$ cat src/rtl/encoder_2nrm_seq.sv
// encoder_2nrm_seq
//   Sequential 2NRM-RRNS encoder. Takes one 16-bit word and computes its
//   residues over {257, 256, 61, 59, 55, 53} serially, one data bit per
//   cycle, MSB first, using shift-and-conditional-subtract reduction.
//   Accept-to-valid latency is 16 edges. With out_ready held high, one word
//   completes every 18 cycles.
//
// Optional feature macro: ENC_2NRM_CNT_EN (adds the enc_count port).
//
// Ports
//   clk        in   system clock
//   rst        in   synchronous reset, active high
//   in_valid   in   in_data valid
//   in_ready   out  encoder idle, can take a word (state decode)
//   in_data    in   [15:0] data word
//   out_valid  out  out_cw holds a finished codeword
//   out_ready  in   consumer takes out_cw
//   out_cw     out  [40:0] {r257[8:0], r256[7:0], r61, r59, r55, r53 [5:0]}
//   enc_count  out  [31:0] codewords delivered (ENC_2NRM_CNT_EN only)
module encoder_2nrm_seq #(
  parameter int DATA_W = 16,
  parameter int CW_W   = 41
) (
  input  logic              clk,
  input  logic              rst,
  input  logic              in_valid,
  output logic              in_ready,
  input  logic [DATA_W-1:0] in_data,
  output logic              out_valid,
  input  logic              out_ready,
  output logic [CW_W-1:0]   out_cw
`ifdef ENC_2NRM_CNT_EN
  ,
  output logic [31:0]       enc_count
`endif
);

  typedef enum logic [1:0] {S_IDLE, S_CALC, S_DONE} state_t;

  state_t      r_state, w_next;
  logic [DATA_W-1:0] r_d;
  logic [3:0]  r_cnt;
  logic [8:0]  r_m257;
  logic [7:0]  r_m256;
  logic [5:0]  r_m61, r_m59, r_m55, r_m53;
  logic        w_bit;
  logic        w_accept;
  logic        w_deliver;

  // One reduction step: t = 2r + b is below 2m because r < m, so a single
  // conditional subtract restores r < m.
  function automatic logic [8:0] f_red9(input logic [8:0] r, input logic b,
                                        input logic [9:0] m);
    logic [9:0] t;
    t = {r, b};
    return (t >= m) ? 9'(t - m) : t[8:0];
  endfunction

  function automatic logic [5:0] f_red6(input logic [5:0] r, input logic b,
                                        input logic [6:0] m);
    logic [6:0] t;
    t = {r, b};
    return (t >= m) ? 6'(t - m) : t[5:0];
  endfunction

  assign w_bit     = r_d[DATA_W-1];
  assign w_accept  = (r_state == S_IDLE) && in_valid;
  assign w_deliver = (r_state == S_DONE) && out_ready;

  // State register
  always_ff @(posedge clk) begin
    if (rst) r_state <= S_IDLE;
    else     r_state <= w_next;
  end

  // Next-state logic
  always_comb begin
    w_next = r_state;
    case (r_state)
      S_IDLE:  if (in_valid)      w_next = S_CALC;
      S_CALC:  if (r_cnt == 4'd0) w_next = S_DONE;
      S_DONE:  if (out_ready)     w_next = S_IDLE;
      default:                    w_next = S_IDLE;
    endcase
  end

  // Outputs are pure decodes of the state register, so neither handshake
  // output depends combinationally on an input.
  always_comb begin
    in_ready  = 1'b0;
    out_valid = 1'b0;
    case (r_state)
      S_IDLE:  in_ready  = 1'b1;
      S_DONE:  out_valid = 1'b1;
      default: ;
    endcase
  end

  // Datapath: shift register and residue accumulators
  always_ff @(posedge clk) begin
    if (rst) begin
      r_d    <= '0;
      r_cnt  <= '0;
      r_m257 <= '0;
      r_m256 <= '0;
      r_m61  <= '0;
      r_m59  <= '0;
      r_m55  <= '0;
      r_m53  <= '0;
    end else if (w_accept) begin
      r_d    <= in_data;
      r_cnt  <= 4'(DATA_W - 1);
      r_m257 <= '0;
      r_m256 <= '0;
      r_m61  <= '0;
      r_m59  <= '0;
      r_m55  <= '0;
      r_m53  <= '0;
    end else if (r_state == S_CALC) begin
      r_d    <= r_d << 1;
      if (r_cnt != 4'd0) r_cnt <= r_cnt - 4'd1;
      r_m257 <= f_red9(r_m257, w_bit, 10'd257);
      // mod 256 keeps the last 8 bits shifted in, i.e. in_data[7:0]
      r_m256 <= {r_m256[6:0], w_bit};
      r_m61  <= f_red6(r_m61, w_bit, 7'd61);
      r_m59  <= f_red6(r_m59, w_bit, 7'd59);
      r_m55  <= f_red6(r_m55, w_bit, 7'd55);
      r_m53  <= f_red6(r_m53, w_bit, 7'd53);
    end
  end

  assign out_cw = {r_m257, r_m256, r_m61, r_m59, r_m55, r_m53};

`ifdef ENC_2NRM_CNT_EN
  logic [31:0] r_enc_count;
  always_ff @(posedge clk) begin
    if (rst)            r_enc_count <= '0;
    else if (w_deliver) r_enc_count <= r_enc_count + 32'd1;
  end
  assign enc_count = r_enc_count;
`else
  logic w_unused;
  assign w_unused = w_deliver;
`endif

endmodule

$ cat config.mk
export PLATFORM = sky130hd
export DESIGN_NAME = encoder_2nrm_seq
export DESIGN_NICKNAME = d
export VERILOG_FILES = /design/src/rtl/encoder_2nrm_seq.sv
export SDC_FILE = /design/constraint.sdc
export NUM_CORES = 1
export LEC_CHECK = 0
export CAP_MARGIN = 10
export CORE_MARGIN = 4
export CORE_UTILIZATION = 53
export CTS_BUF_LIST = sky130_fd_sc_hd__clkbuf_4 sky130_fd_sc_hd__clkbuf_8
export DETAILED_ROUTE_END_ITERATION = 8
export PLACE_DENSITY = 0.83
export SLEW_MARGIN = 10
export SYNTH_ARGS = -nofsm -noshare
export SYNTH_HDL_FRONTEND = slang
export SYNTH_SLANG_ARGS = --single-unit
export TNS_END_PERCENT = 30
$ cat constraint.sdc
create_clock -name clk -period 2.4 [get_ports clk]
set_input_delay 0.6 -clock clk [delete_from_list [all_inputs] [get_ports clk]]
set_output_delay 0.6 -clock clk [all_outputs]
set_load 0.02 [all_outputs]
[Word level (Yosys, flattened, before mapping)]
Cells that the tools add are included.
Storage, ports and cells
  register bits after elaboration: 63
  output and inout port bits: 43
  word-level logic and storage cells: 50
Operators by class
  add/subtract/negate cells: 6
  magnitude comparators: 5
  eq/ne operators: 5
  multiplexer cells: 16
  reduce and logical (&&, ||, !) cells: 9
Operators with widths (count)
  two-way mux 16 bit: 2
  greater-or-equal comparator 7 x 6 -> 1 bit, second input constant: 4
  two-way mux 6 bit: 4
  subtractor 6 bit, second input constant: 4
  two-way mux 4 bit: 3
  greater-or-equal comparator 10 x 9 -> 1 bit, second input constant: 1
  two-way mux 9 bit: 1
  subtractor 9 bit, second input constant: 1
  two-way mux 2 bit: 3
  inequality test 2 bit, second input constant: 3
  one-hot mux 2 bit (3 select lines): 1
  zero test 4 bit: 1
  nonzero test 2 bit: 2
  nonzero test 4 bit: 1
  subtractor 4 x 1 -> 4 bit, second input constant: 1
  AND reduction 3 bit: 1
  == test 2 x 1 -> 1 bit, second input constant: 1
  == test 2 bit, second input constant: 1
  zero test 2 bit: 1
  two-way mux 1 bit: 2
  AND reduction 2 bit: 1
  OR reduction 2 bit: 1
  logical AND 1 bit: 1

[Logic depth before layout (Yosys ltp)]
Gate-level depths: netlist of the first run.
  depth after elaboration: 4
  depth in mapped cells: 8
  gate-level depth less buffers: 7

[Worst setup path after synthesis of the first run]
No wires, ideal clock.
  kind: reg2reg
  start: reg r_d[15]
  end: reg r_m257[1]
  setup time: 0.132 ns
  arrival time: 2.097 ns
  required time: 2.268 ns
  path slack: 0.171 ns
  stages on the path, launching flop included: 9
  clock period less this slack: 2.229 ns
  cell sequence: dfxtp_1 -> buf_2 -> inv_1 -> ha_1 -> or3b_2 -> o31a_1 -> or2_4 -> o211ai_1 -> a21oi_1
Between the ends
  word-level cells in the longest chain between the ends: 2
  elaborated cells on any way between the ends: 3
Ends and longest elaborated chain
  start, declared: line 41  | logic [DATA_W-1:0] r_d;
  start signal, assigned: line 111  | r_d <= in_data;
  start signal, assigned: line 120  | r_d <= r_d << 1;
  subtractor 9 bit / greater-or-equal comparator 10 x 9 -> 1 bit (equally long branches): line 56  | return (t >= m) ? 9'(t - m) : t[8:0];
  two-way mux 9 bit *: line 56
  end signal, assigned: line 122  | r_m257 <= f_red9(r_m257, w_bit, 10'd257);
  end, declared: line 43  | logic [8:0] r_m257;
Every way passes the cells marked *; elsewhere a longest branch is shown, timed or not.
A chain may end at the register's enable or synchronous reset.

[Worst setup path in the final report of the first run]
  start: reg r_state[1]
  end: out out_valid
Between the ends
  word-level cells in the longest chain between the ends: 2
Ends and longest elaborated chain
  start, declared: line 40  | state_t r_state, w_next;
  start signal, assigned: line 73  | else r_state <= w_next;
  == test 2 bit: line 92  | case (r_state)
  two-way mux 1 bit: line 92
  end, declared: line 29  | output logic out_valid,
Every way passes these cells.

==> results_dict.tcl, run 1 <==
set metrics [dict create \
    hold_class "reg2reg" \
    worstPathRequired_ns 1.80 \
    vdd_drop_max_mv 0.492 \
    finalWorstSetupSlack_ns 0.211 \
    ys.warnings.count 0 \
    ys_ff_latch 63 \
    hold_viol 0 \
    cp_max_fo 5 \
    port_buffers 62 \
    routed_wl_um 7510 \
    cp-start-kind "register" \
    clkTransAtPathRegs_ns 0.06 \
    vias 2984 \
    clkSinkCount 63 \
    drt_pass1_iterations 5 \
    place_congestion 0.812 \
    via_per_inst 5.75 \
    fmax_ghz 0.457 \
    synth_area_leaders "dfxtp_1 (41%), a21oi_1 (8.1%), nand2_1 (6.2%)" \
    setup-violations-final 0 \
    ys.flop_type "dfxtp_1" \
    postLayoutCellArea_um2 3930 \
    dp_hpwl_um 5180 \
    drc 0 \
    criticalPathCategory "reg2out" \
    async_flop_share_pct 0 \
    syn_inst 385 \
    clockBufferDepth 2 \
    rows 27 \
    io_pins 63 \
    grt_max_degree 45 \
    drt.antenna.violating_nets 0 \
    ys_types 45 \
    powerDensity_nw_per_um2 658 \
    grt_pass1_wl_um 12800 \
    core_um2 5570 \
    cts_max_level 3 \
    cap_viol_max_count 0 \
    rsz0062_at_grt "no" \
    slew_violations 0 \
    die_w_um 84.2 \
    antenna_found_initial 0 \
    yosys.area.top_type "dfxtp_1" \
    worstPathArrival_ns 1.59 \
    cp-end-kind "output pin" \
    area_delta_synth_final_pct 27.8 \
    diodes 0 \
    drt_iter0_drc 152 \
    skew_ns 0.0113 \
    clock_latency_ns 0.35 \
    cts_resized 0 \
    worst_slew_pin_slew_ns 0.960 \
    synthesis.nets 414 \
    fin_crit_ns 2.19 \
    synth_edf_count 0 \
    grt_pass1_vias 2839 \
    cts_root_buf "clkbuf_8" \
    synth.avg_cell_area_um2 7.98 \
    hold_buffers 0 \
    status "finished clean" \
    final_util_pct 70.5 \
    die_h_um 84.2 \
    avgRoutedWirePerCell_um 14.5 \
    finalNetCount 474 \
    synth_most_common_cell "dfxtp_1" \
    fin_crit_sh_pct 91.2 \
    synth_area_um2 3070 \
    grtUsageTotal_pct 22.0 \
    leakagePower_nw 1.38 \
    initial_utilization_pct 55.2 \
    ys_top_cells_by_count "dfxtp_1 (63), nand2_1 (51), a21oi_1 (50)" \
    max_slew_margin_pct 35.8 \
    post-cts-setup-buffers 0 \
    dpl_cell_area_um2 3770 \
    cts_tree "yes" \
    die_area_um2 7080 \
    overflow 0 \
    synth_top_area_share_pct 41.0 \
    numCtsBuffers 9 \
    drive_above_1_share_pct 6.94 \
    pre_cts_ws_ns -0.307 \
    ys_seq_area_share_pct 41.0 \
]
[critical path, stage by stage (launching register included)]
cell and delay, ns:
dfxtp_1 0.44, nor2b_1 0.19, clkdlybuf4s50_1 0.62
[worst paths after layout]
path	startpoint	end	slack, ns	depth (start not counted)
hold / removal	r_d[9]$_SDFFE_PP0P_	r_d[9]$_SDFFE_PP0P_	0.46	2
hold reg to reg	r_d[9]$_SDFFE_PP0P_	r_d[9]$_SDFFE_PP0P_	0.46	2
setup reg to reg	r_m257[0]$_SDFFE_PP0N_	r_m257[1]$_SDFFE_PP0N_	0.32	7
setup / recovery	r_state[1]$_SDFFE_PP0P_	out_valid	0.21	2
[cell type report]
cell class / count / area [um2]
multi-input cells: 292 / 1700
inverters: 7 / 26.3
clock inverters: 2 / 10.0
fillers: 473 / 1640
clock buffers: 11 / 145
repair buffers: 72 / 696
flip-flops and latches: 63 / 1260
well taps: 72 / 90.1
[sequential cells by signal, summed over array words and instances, names as in the netlist]
signal   count
r_cnt        4
r_d         16
r_m256       8
r_m257       9
r_m53        6
r_m55        6
r_m59        6
r_m61        6
r_state      2
[report_power, final]
group | leakage [nW] | total, mW | internal, mW | switching (mW)
Clock | 0.0843 | 0.778 | 0.393 | 0.384
Combinational | 0.785 | 0.600 | 0.258 | 0.343
Sequential | 0.513 | 1.21 | 1.12 | 0.0862
[routing by layer]
| metal | GRT usage, % | wire length (um) | vias up |
|---|---|---|---|
| li1 | - | - | 1495 |
| met1 | 25.2 | 3180 | 1402 |
| met2 | 38.2 | 3810 | 76 |
| met3 | 6.77 | 434 | 11 |
| met4 | 8.33 | 85 | 0 |
| met5 | 0 | 0 | - |
[cells by family after synthesis]
group	count (synthesis)	share of synthesized area, %
multiplexers	5	1.63
AO/OA/AOI/OAI	134	26.1
XOR/XNOR	15	4.27
flip-flops	63	41.0
adder cells (fa/ha/maj)	9	3.66
buffers and inverters	30	4.11
AND/OR/NAND/NOR	129	19.2
[per-stage QoR]
stage	total power, mW	cells	TNS (ns)	hold slack, ns
floorplan	1.61	385	0	0.436
global placement	1.81	506	-4.29	0.443
detailed placement	1.83	506	-6.16	0.449
CTS	2.60	519	0	0.459
global route	2.73	519	0	0.479
finish	2.59	519	0	0.457
[cell usage in the layout (no fill, tap or decap), types with 3 or more instances in the layout]
master / Yosys / layout
a211oi_1: 5 / 5
o211ai_1: 4 / 4
nor2b_1: 7 / 6
nand2_1: 51 / 51
a21oi_1: 50 / 50
clkdlybuf4s50_1: 0 / 62
clkbuf_8: 0 / 10
a31oi_1: 3 / 3
a22oi_1: 16 / 16
buf_4: 0 / 10
inv_1: 7 / 7
dfxtp_1: 63 / 63
nand3_1: 13 / 13
nor2_1: 31 / 30
a21o_1: 3 / 3
o21ai_0: 38 / 38
xor2_1: 9 / 9
ha_1: 9 / 9
xnor2_1: 6 / 6
nor3_1: 9 / 9
mux2i_1: 5 / 5
nor4_1: 5 / 5
No activity file was read; power rests on OpenSTA's default activity.
==> run 2: changes to the inputs <==
--- a/config.mk
+++ b/config.mk
@@ -6,9 +6,10 @@
 export NUM_CORES = 1
 export LEC_CHECK = 0
 export CAP_MARGIN = 10
-export CORE_MARGIN = 4
+export CORE_MARGIN = 3
 export CORE_UTILIZATION = 53
 export CTS_BUF_LIST = sky130_fd_sc_hd__clkbuf_4 sky130_fd_sc_hd__clkbuf_8
+export CTS_CLUSTER_SIZE = 8
 export DETAILED_ROUTE_END_ITERATION = 8
 export PLACE_DENSITY = 0.83
 export SLEW_MARGIN = 10
==> results_dict.tcl, run 2 (same netlist as run 1, synthesis figures left out) <==
set metrics [dict create \
    cts_root_buf "clkbuf_8" \
    cts_resized 0 \
    grt_pass1_wl_um 12300 \
    powerDensity_nw_per_um2 689 \
    place_congestion 0.856 \
    total_power_mw 2.75 \
    cp-end-kind "output pin" \
    clockBufferDepth 2 \
    initial_utilization_pct 55.2 \
    setup-violations-final 0 \
    routed_wl_um 7310 \
    worst_slew_pin_slew_ns 0.905 \
    crit_slowest_cell "clkdlybuf4s50_1" \
    vdd_drop_max_mv 0.461 \
    port_buffers 62 \
    mostFrequentLayoutCells "dfxtp_1 (63), clkdlybuf4s50_1 (62), nand2_1 (51)" \
    drt_pass1_iterations 7 \
    die_h_um 82.2 \
    clkTransAtPathRegs_ns 0.07 \
    fmax_ghz 0.452 \
    diodes 0 \
    top_register "r_d" \
    cts_max_level 3 \
    rows 27 \
    status "finished clean" \
    hold_class "reg2reg" \
    clock_latency_ns 0.35 \
    numCtsBuffers 9 \
    core_um2 5570 \
    drc 0 \
    antenna_found_initial 0 \
    io_pins 63 \
    leakagePower_nw 1.41 \
    die_area_um2 6750 \
    clkSinkCount 63 \
    drt_iter0_drc 172 \
    hold_buffers 0 \
    fin_crit_ns 2.21 \
    slowest_delay_ns 0.63 \
    grtUsageTotal_pct 23.4 \
    vias 3018 \
    grt_max_degree 35 \
    criticalPathCategory "reg2out" \
    path_delay_family "buffers and inverters" \
    via_per_inst 5.76 \
    drive_above_1_share_pct 7.74 \
    reg_top3 "r_d x16, r_m257 x9, r_m256 x8" \
    postLayoutCellArea_um2 3990 \
    dp_hpwl_um 5130 \
    cap_viol_max_count 0 \
    avgRoutedWirePerCell_um 13.9 \
    area_delta_synth_final_pct 29.6 \
    skew_ns 0.00936 \
    final.setup.tns_ns 0 \
    path_buf_inv 1 \
    hold_viol 0 \
    final_common_cell "dfxtp_1" \
    cp_max_fo 5 \
    finalNetCount 476 \
    rsz0062_at_grt "no" \
    slew_violations 0 \
    fin_crit_sh_pct 92.3 \
    die_w_um 82.2 \
    final_util_pct 71.5 \
    largest_reg_flops 16 \
    worstPathRequired_ns 1.80 \
    overflow 0 \
    worstPathArrival_ns 1.61 \
    grt_pass1_vias 2786 \
    dpl_cell_area_um2 3790 \
    holdWs_ns 0.456 \
    drt.antenna.violating_nets 0 \
    critical_path.cell_chain "nor2b_1 -> clkdlybuf4s50_1" \
    cp-start-kind "register" \
    post-cts-setup-buffers 0 \
    cts_tree "yes" \
    max_slew_margin_pct 39.4 \
]
-- run 2: changes by cell type in the layout (fill, tap and decap cells not counted) --
cell,before,now
buf_4,10,12
bufinv_16,0,1
clkbuf_4,1,2
clkinv_2,2,3
nor2_1,30,31
nor2_2,1,0
-- run 2: where the power goes --
part	leakage (nW)	switching, mW	internal [mW]	total (mW)
registers	0.513	0.0865	1.12	1.21
logic	0.795	0.341	0.263	0.603
clock network	0.107	0.407	0.526	0.933
total	1.41	0.834	1.91	2.75
-- run 2: worst paths after layout --
kind,from,endpoint,slack [ns],cells after the start
setup / recovery,r_state[1]$_SDFFE_PP0P_,out_valid,0.19,2
hold / removal,r_d[13]$_SDFFE_PP0P_,r_d[13]$_SDFFE_PP0P_,0.46,2
setup reg to reg,r_m257[0]$_SDFFE_PP0N_,r_m257[0]$_SDFFE_PP0N_,0.30,7
hold reg to reg,r_d[13]$_SDFFE_PP0P_,r_d[13]$_SDFFE_PP0P_,0.46,2
-- run 2: cell type report --
type | instances | area [um2]
multi-input cells | 292 | 1700
fillers | 461 | 1590
flip-flops and latches | 63 | 1260
repair buffers | 74 | 711
clock buffers | 12 | 153
well taps | 72 | 90.1
clock inverters | 4 | 45.0
inverters | 7 | 26.3
-- run 2: layer usage --
layer | global-route usage (%) | share of wire [%]
met5 | 0 | 0
met3 | 4.45 | 5.5
met4 | 11.5 | 1.1
met1 | 27.5 | 45
met2 | 40.6 | 49
-- run 2: worst min-delay path, stage by stage (launching register included) --
cell	delay [ns]
dfxtp_1	0.31
nand2_1	0.05
a21oi_1	0.05
-- run 2: metrics by stage --
step / std cells / setup WS [ns]
final: 524 / 0.185
after global routing: 524 / 0.134
after CTS: 524 / 0.180
after detailed placement: 508 / 0.122
after global placement: 508 / 0.179
after floorplan: 385 / 0.171
==> run 3: changes to the inputs <==
--- a/config.mk
+++ b/config.mk
@@ -7,11 +7,11 @@
 export LEC_CHECK = 0
 export CAP_MARGIN = 10
 export CORE_MARGIN = 3
-export CORE_UTILIZATION = 53
+export CORE_UTILIZATION = 50
 export CTS_BUF_LIST = sky130_fd_sc_hd__clkbuf_4 sky130_fd_sc_hd__clkbuf_8
 export CTS_CLUSTER_SIZE = 8
 export DETAILED_ROUTE_END_ITERATION = 8
-export PLACE_DENSITY = 0.83
+export PLACE_DENSITY = 0.79
 export SLEW_MARGIN = 10
 export SYNTH_ARGS = -nofsm -noshare
 export SYNTH_HDL_FRONTEND = slang
==> results_dict.tcl, run 3 (same netlist as run 1, synthesis figures left out) <==
set metrics [dict create \
    drc 0 \
    setup-violations-final 0 \
    criticalPathCategory "reg2out" \
    drt.antenna.violating_nets 0 \
    rows 27 \
    skew_ns 0.00458 \
    worst_slew_pin_slew_ns 0.889 \
    initial_utilization_pct 53.8 \
    drive_above_1_share_pct 7.54 \
    slew_violations 0 \
    area_delta_synth_final_pct 30.6 \
    vias 2980 \
    hold_viol 0 \
    grt_pass1_vias 2775 \
    fmax_ghz 0.457 \
    multi_input_area_um2 1700 \
    io_pins 63 \
    numCtsBuffers 9 \
    fin_crit_ns 2.19 \
    die_area_um2 7130 \
    holdWs_ns 0.455 \
    cts_root_buf "clkbuf_8" \
    grt_max_degree 30 \
    antenna_found_initial 0 \
    top_register "r_d" \
    dp_hpwl_um 5000 \
    leakagePower_nw 1.42 \
    status "finished clean" \
    cts_max_level 3 \
    place_congestion 0.801 \
    mostFrequentLayoutCells "dfxtp_1 (63), clkdlybuf4s50_1 (62), nand2_1 (51)" \
    clkTransAtPathRegs_ns 0.07 \
    fin_crit_sh_pct 91.2 \
    final_common_cell "dfxtp_1" \
    rsz0062_at_grt "no" \
    drt_pass1_iterations 5 \
    die_h_um 84.4 \
    overflow 0 \
    cts_resized 0 \
    seq_area_um2 1260 \
    hold_buffers 0 \
    cts_tree "yes" \
    die_w_um 84.4 \
    grt_pass1_wl_um 12700 \
    routed_wl_um 7470 \
    via_per_inst 5.70 \
    drt_iter0_drc 177 \
    post-cts-setup-buffers 0 \
    avgRoutedWirePerCell_um 14.3 \
    cp-end-kind "output pin" \
    worstPathRequired_ns 1.80 \
    grtUsageTotal_pct 21.2 \
    max_slew_margin_pct 40.5 \
    use_met3_pct 4.61 \
    worstPathArrival_ns 1.59 \
    final.setup.tns_ns 0 \
    powerDensity_nw_per_um2 708 \
    top_usage_layer "met2" \
    cp_max_fo 5 \
    cap_viol_max_count 0 \
    clkSinkCount 63 \
    reg_top3 "r_d x16, r_m257 x9, r_m256 x8" \
    groute.layer.met2.usage_pct 36.6 \
    hold_class "reg2reg" \
    vdd_drop_max_mv 0.429 \
    core_um2 5710 \
    largest_reg_flops 16 \
    met1_usage_pct 26.1 \
    diodes 0 \
    finalNetCount 475 \
    cp-start-kind "register" \
    fill_cells 476 \
    port_buffers 62 \
    clock_latency_ns 0.34 \
    clockBufferDepth 2 \
]
## run 3: changes by cell type in the layout (fill, tap and decap cells not counted)
cell / delta
bufinv_16: +1
clkinv_4: +1
buf_4: -2
clkbuf_4: -2
buf_12: +1
## run 3: where the power goes
group | internal [mW] | leakage, nW | total (mW) | switching (mW)
clock | 0.609 | 0.116 | 1.03 | 0.418
sequential | 1.12 | 0.513 | 1.21 | 0.0871
combinational | 0.263 | 0.793 | 0.607 | 0.344
total | 1.99 | 1.42 | 2.84 | 0.850
## run 3: final cells by class
type	count	area share (%)
clock buffers	10	3.43
clock inverters	6	2.09
inverters	7	0.655
multi-input cells	292	42.3
flip-flops and latches	63	31.4
well taps	72	2.24
repair buffers	73	17.8
## run 3: final timing paths
| kind | start | end | slack (ns) | cells past startpoint |
|---|---|---|---|---|
| hold reg to reg | r_d[9]$_SDFFE_PP0P_ | r_d[9]$_SDFFE_PP0P_ | 0.45 | 2 |
| hold / removal | r_d[9]$_SDFFE_PP0P_ | r_d[9]$_SDFFE_PP0P_ | 0.45 | 2 |
| setup / recovery | r_state[1]$_SDFFE_PP0P_ | out_valid | 0.21 | 2 |
| setup reg to reg | r_m257[0]$_SDFFE_PP0N_ | r_m257[0]$_SDFFE_PP0N_ | 0.28 | 7 |
## run 3: worst max-delay path, stage by stage (launching register included)
cell             delay [ns]
dfxtp_1                0.44
nor2b_1                0.19
clkdlybuf4s50_1        0.62
## run 3: metrics by stage
stage	worst slack [ns]	cells	total power, mW	area (um2)	utilization [%]
floorplan	0.171	385	1.61	3070	-
global placement	0.147	507	1.81	3790	66.4
detailed placement	0.121	507	1.83	3790	66.4
CTS	0.200	523	2.86	4010	70.3
global route	0.123	523	2.98	4010	70.3
finish	0.212	523	2.84	4010	70.3
## run 3: routing by layer
metal	share of wire (%)	vias up
met5	0	-
met4	1.5	0
met3	4.5	9
met2	48	69
met1	46	1397
li1	-	1505
